===== src/rtl/wb_forwarder.sv =====
// Writeback / forwarding producer.
// Merges load results (always accepted, highest priority) with execute results
// (buffered in a small FIFO) into one registered write port per cycle. The
// registered strobes, key and value double as the forwarding bus.
module wb_forwarder #(
  parameter int DEPTH = 2,
  parameter int CW    = $clog2(DEPTH + 1)
) (
  input  logic          clk,
  input  logic          rstn,
  input  logic          ex_valid,
  output logic          ex_ready,
  input  logic          ex_writes,
  input  logic          ex_is_float,
  input  logic [4:0]    ex_rd,
  input  logic [31:0]   ex_value,
  input  logic          mem_valid,
  input  logic          mem_is_float,
  input  logic [4:0]    mem_rd,
  input  logic [31:0]   mem_value,
  output logic          reg_we,
  output logic          freg_we,
  output logic [4:0]    wb_key,
  output logic [31:0]   wb_value,
  output logic [CW-1:0] pending
);

  localparam int PW = (DEPTH > 1) ? $clog2(DEPTH) : 1;

  typedef struct packed {
    logic        is_float;
    logic [4:0]  rd;
    logic [31:0] value;
  } entry_t;

  entry_t        fifo_mem [DEPTH];
  logic [PW-1:0] rd_ptr_reg, rd_ptr_next;
  logic [PW-1:0] wr_ptr_reg, wr_ptr_next;
  logic [CW-1:0] count_reg, count_next;

  logic          fifo_empty;
  logic          push, store, pop, bypass;
  logic          sel_valid;
  entry_t        ex_entry, mem_entry, head_entry, sel_entry;

  logic          reg_we_reg, reg_we_next;
  logic          freg_we_reg, freg_we_next;
  logic [4:0]    key_reg, key_next;
  logic [31:0]   value_reg, value_next;

  assign ex_entry   = '{is_float: ex_is_float,  rd: ex_rd,  value: ex_value};
  assign mem_entry  = '{is_float: mem_is_float, rd: mem_rd, value: mem_value};
  assign head_entry = fifo_mem[rd_ptr_reg];
  assign fifo_empty = (count_reg == '0);

  // Readiness depends on occupancy only, so a pop in the same cycle never
  // opens a slot for the incoming entry.
  assign ex_ready = (count_reg < CW'(DEPTH));

  // Arbitration: load first, then oldest queued entry, then bypass of a
  // fresh entry into an empty FIFO; non-writing entries are simply dropped.
  always_comb begin
    push         = ex_valid && ex_ready;
    pop          = !mem_valid && !fifo_empty;
    bypass       = !mem_valid && fifo_empty && push && ex_writes;
    store        = push && ex_writes && !bypass;
    sel_valid    = 1'b0;
    sel_entry    = ex_entry;
    if (mem_valid) begin
      sel_valid = 1'b1;
      sel_entry = mem_entry;
    end else if (pop) begin
      sel_valid = 1'b1;
      sel_entry = head_entry;
    end else if (bypass) begin
      sel_valid = 1'b1;
      sel_entry = ex_entry;
    end
    count_next   = count_reg + CW'(store) - CW'(pop);
    wr_ptr_next  = store ? wr_ptr_reg + 1'b1 : wr_ptr_reg;
    rd_ptr_next  = pop ? rd_ptr_reg + 1'b1 : rd_ptr_reg;
    // x0 is hard-wired zero: its slot is consumed but no integer write issues.
    reg_we_next  = sel_valid && !sel_entry.is_float && (sel_entry.rd != 5'd0);
    freg_we_next = sel_valid && sel_entry.is_float;
    key_next     = sel_valid ? sel_entry.rd : key_reg;
    value_next   = sel_valid ? sel_entry.value : value_reg;
  end

  // FIFO storage; contents need no reset because pointers and count do.
  always_ff @(posedge clk) begin
    if (store) begin
      fifo_mem[wr_ptr_reg] <= ex_entry;
    end
  end

  // Pointer, occupancy and output registers.
  always_ff @(posedge clk or negedge rstn) begin
    if (!rstn) begin
      rd_ptr_reg  <= '0;
      wr_ptr_reg  <= '0;
      count_reg   <= '0;
      reg_we_reg  <= 1'b0;
      freg_we_reg <= 1'b0;
      key_reg     <= '0;
      value_reg   <= '0;
    end else begin
      rd_ptr_reg  <= rd_ptr_next;
      wr_ptr_reg  <= wr_ptr_next;
      count_reg   <= count_next;
      reg_we_reg  <= reg_we_next;
      freg_we_reg <= freg_we_next;
      key_reg     <= key_next;
      value_reg   <= value_next;
    end
  end

  assign reg_we   = reg_we_reg;
  assign freg_we  = freg_we_reg;
  assign wb_key   = key_reg;
  assign wb_value = value_reg;
  assign pending  = count_reg;

endmodule


===== config.mk =====
export PLATFORM = sky130hd
export DESIGN_NAME = wb_forwarder
export DESIGN_NICKNAME = d
export VERILOG_FILES = /design/src/rtl/wb_forwarder.sv
export SDC_FILE = /design/constraint.sdc
export NUM_CORES = 1
export LEC_CHECK = 0
export CORE_MARGIN = 1
export CORE_UTILIZATION = 53
export CTS_BUF_LIST = sky130_fd_sc_hd__clkbuf_8 sky130_fd_sc_hd__clkbuf_16
export CTS_CLUSTER_SIZE = 25
export DETAILED_ROUTE_END_ITERATION = 16
export PLACE_DENSITY = 0.93
export SETUP_SLACK_MARGIN = 0.05
export SYNTH_ARGS = -nofsm -noshare
export SYNTH_HDL_FRONTEND = slang
export SYNTH_SLANG_ARGS = --single-unit

===== constraint.sdc =====
create_clock -name clk -period 6.9 [get_ports clk]
set_input_delay 1.035 -clock clk [delete_from_list [all_inputs] [get_ports clk]]
set_output_delay 1.035 -clock clk [all_outputs]
set_load 0.01 [all_outputs]

==> results.txt <==
----------------------------------------------------
[STA]
  Clock period minus worst slack ... 3310 ps
  Unrepaired setup endpoints after global routing ... false
  Final Slew Violations ... 0
  Headroom to the max-slew limit ... 0.204
  Final total negative setup slack ... 0 ps
  Fin. Hold Viols ... 0
  Final clock period utilization by the worst path ... 0.480
  Setup violation total in the final timing report ... 0
  Pin slew with the least headroom to its limit ... 1190 ps
  Clock skew ... 8.12 ps
  Max Fclk ... 0.302 GHz

[Clock network]
  Max clock buf depth ... 2
  Total CTS buffers ... 17
  Clock root buffer ... sky130_fd_sc_hd__clkbuf_8
  Clock latency reported for the late side of the worst-skew pair ... 500 ps
  Number of buffers inserted by hold repair at cts ... 0
  Clock sink total ... 119
  H-tree depth ... 4
  Clock transition at the register clock pins on the worst setup and hold paths after CTS ... 50 ps
  Post-cts resize count ... 0
  Number of setup buffers added after CTS ... 0
  TritonCTS clock tree ... yes

[Pwr]
  Total net switching power ... 841 uW
  Share of total power consumed by net switching ... 0.315
  Power per standard cell area ... 390 nW/um^2
  Worst voltage drop across the vdd grid ... 0.000245 V
  LEAKAGE ... 2.50 nW
  Relative contribution of sequential cells to total power ... 0.412
  Clock power share ... 0.293
  Cell internal power dissipation ... 1.83 mW
  Combinational cell fraction of total power ... 0.295

[Floorplanning]
  Horizontal die dimension ... 99.9 um
  Num ports ... 123
  Die Outline Area ... 9980 um^2
  Floorplan Core Area ... 9240 um^2
  Effective utilization at floorplan ... 0.549
  Die extent in y ... 99.9 um
  # rows ... 35

[Layout]
  Filler-free cell count of the finished design ... 653
  Number of antenna diodes ... 0
  Max FFs per register ... 76
  Final nets ... 596
  Register area ... 3360 um^2
  Multi-input logic area ... 1540 um^2
  Signed area change from the synthesized netlist to the final layout ... 34.8%
  Fill cell total of the finished layout ... 597
  Top register by number of flip-flops ... fifo_mem
  Proportion of layout cells with a drive suffix above 1 ... 0.0725

[Worst setup path]
  WS Path Type ... reg -> out
  R2R Path Start ... pending[0]
  Reg-to-reg endpoint ... reg_we
  Critical path data arrival time ... 2280 ps
  Critical Path RT ... 5860 ps
  Worst setup slack for register-to-register paths ... 4180 ps
  Worst-path fanout max ... 27
  Critical Path Source Type ... flop
  Kind of capture point of the worst setup path ... output pin
  Number of cells traversed by the worst register-to-register path ... 6

[GRT]
  Number of global-route vias before repair ... 3912
  Number of antenna violations at the first check in global routing ... 0
  Maximum number of pins on one net before global-route repair ... 73
  GRT Resource Usage Total ... 0.254
  First-pass GRT wire length ... 19100 um
  Grt total ovfl ... 0

[Detailed routing]
  Via density per instance ... 5.62
  Remaining routing DRC violations ... 0
  Routed wire per std cell ... 18.2 um
  Residual antenna-violating net count after detailed routing ... 0
  DRC violation total after the first TritonRoute iteration ... 273
  Number of optimization iterations in the first detailed-route pass ... 5
  Vias ... 3668
  Aggregate routed wire length ... 11900 um

[Worst hold path]
  Hold Path Origin ... wb_key[4]
  Type of the tightest min-delay check ... reg -> reg
  Instance count along the most critical hold path ... 2
  Worst Hold Endpoint ... wb_key[4]

[Job]
  Count of max-cap constraint violations ... 0

[Synth]
  Total number of yosys warnings ... 0
  Count of state elements after synthesis ... 119
  Number of unique standard cell types used by synthesis ... 27
  Post-Synthesis Cell Area ... 5080 um^2
  Average cell area after synthesis ... 12.6 um^2
  Number of nets in the synthesized netlist ... 486
  Register area share after synthesis ... 0.661
  Syn Inst Count ... 403

[Place]
  Count of buffers inserted at the top-level ports ... 122
  Gpl congestion ... 0.761
  Placed cell count ... 623
  Post-detailed-placement half-perimeter wirelength ... 7180 um

[Run status]
  Status ... finished, final reports clean

----------------------------------------------------
[stage by stage]
step | hold slack, ps | worst slack [ps] | util | area [um^2] | total power, mW
floorplan | 468 | 3240 | - | 5080 | 1.53
global placement | 451 | 3590 | 0.683 | 6310 | 1.85
detailed placement | 463 | 3490 | 0.683 | 6310 | 1.89
CTS | 474 | 3560 | 0.741 | 6850 | 2.69
global route | 493 | 3500 | 0.741 | 6850 | 2.80
finish | 472 | 3590 | 0.741 | 6850 | 2.67
[power by group through the flow]
stage / sequential (mW) / clock [mW] / combinational (mW)
after floorplan: 1.04 / 0 / 0.487
after global placement: 1.10 / 0 / 0.756
after detailed placement: 1.11 / 0 / 0.782
after CTS: 1.10 / 0.795 / 0.792
after global routing: 1.12 / 0.828 / 0.852
final: 1.10 / 0.784 / 0.788
[logic make-up after synthesis]
family / share of synthesized area
mux: 0.0749
compound gates: 0.134
buf+inv: 0.0384
xor+xnor: 0.00690
fa+ha+maj: 0.00493
simple gates: 0.0791
flops: 0.661
[routing by layer]
metal / global-route usage / routed length [um] / share of wire / vias to the layer above
met5: 0 / 0 / 0 / -
met4: 0.126 / 228 / 0.019 / 0
met3: 0.0550 / 687 / 0.058 / 21
met2: 0.435 / 6270 / 0.53 / 152
met1: 0.305 / 4700 / 0.40 / 1756
li1: - / - / - / 1739
[worst max-delay path, stage by stage (launching register included)]
cell and delay (ps):
sky130_fd_sc_hd__dfrtp_1 730, sky130_fd_sc_hd__buf_4 420, sky130_fd_sc_hd__clkdlybuf4s50_1 610
[layout by cell type, fill, tap and decap left out, drive strengths merged]
| master | n |
|---|---|
| clkdlybuf4s50 | 120 |
| edfxtp | 76 |
| dfrtp | 43 |
| nand2 | 40 |
| mux2i | 38 |
| a21oi | 38 |
| nor3 | 36 |
| a211oi | 36 |
| o21ai | 34 |
| clkbuf | 17 |
| inv | 8 |
| nor2 | 6 |
| clkinv | 6 |
| buf | 5 |
| xnor2 | 3 |
| nor4 | 2 |
| a221oi | 2 |
| ha | 2 |
| clkinvlp | 2 |
| bufinv | 2 |
| o21ba | 1 |
| or2 | 1 |
| a2111oi | 1 |
| nor3b | 1 |
| a211o | 1 |
| a31oi | 1 |
| or3b | 1 |
| xor2 | 1 |
[cell usage after synthesis (all sizes together)]
cell	n	area share
o21ba	1	0.0020
buf	17	0.022
or2	1	0.0017
edfxtp	76	0.45
nor2	6	0.0044
nor4	2	0.0025
xor2	1	0.0017
a221oi	2	0.0035
a2111oi	1	0.0017
a31oi	1	0.0012
inv	5	0.0037
a211o	1	0.0017
ha	2	0.0049
nand2	40	0.030
or3b	1	0.0017
a211oi	36	0.053
dfrtp	43	0.21
nor3	36	0.035
o21ai	34	0.034
a21oi	38	0.037
xnor2	3	0.0052
mux2i	38	0.075
nor3b	1	0.0037
clkbuf	17	0.013
[how the worst max path moves through the flow]
stage,from,endpoint
floorplan,mem_valid,fifo_mem[0][0]
global placement,ex_writes,fifo_mem[1][5]
detailed placement,ex_valid,fifo_mem[1][8]
CTS,pending[0],pending[0]
global route,pending[0],pending[0]
finish,pending[0],pending[0]
[area by class of cell]
class / count / share of cell area
clock buffer: 17 / 0.0605
clock inverter: 13 / 0.0174
inverter: 5 / 0.00274
multi-input combinational: 245 / 0.225
sequential: 119 / 0.491
tap: 129 / 0.0236
timing repair buffer: 125 / 0.180
Note: power is estimated with default switching activity, not from simulation.
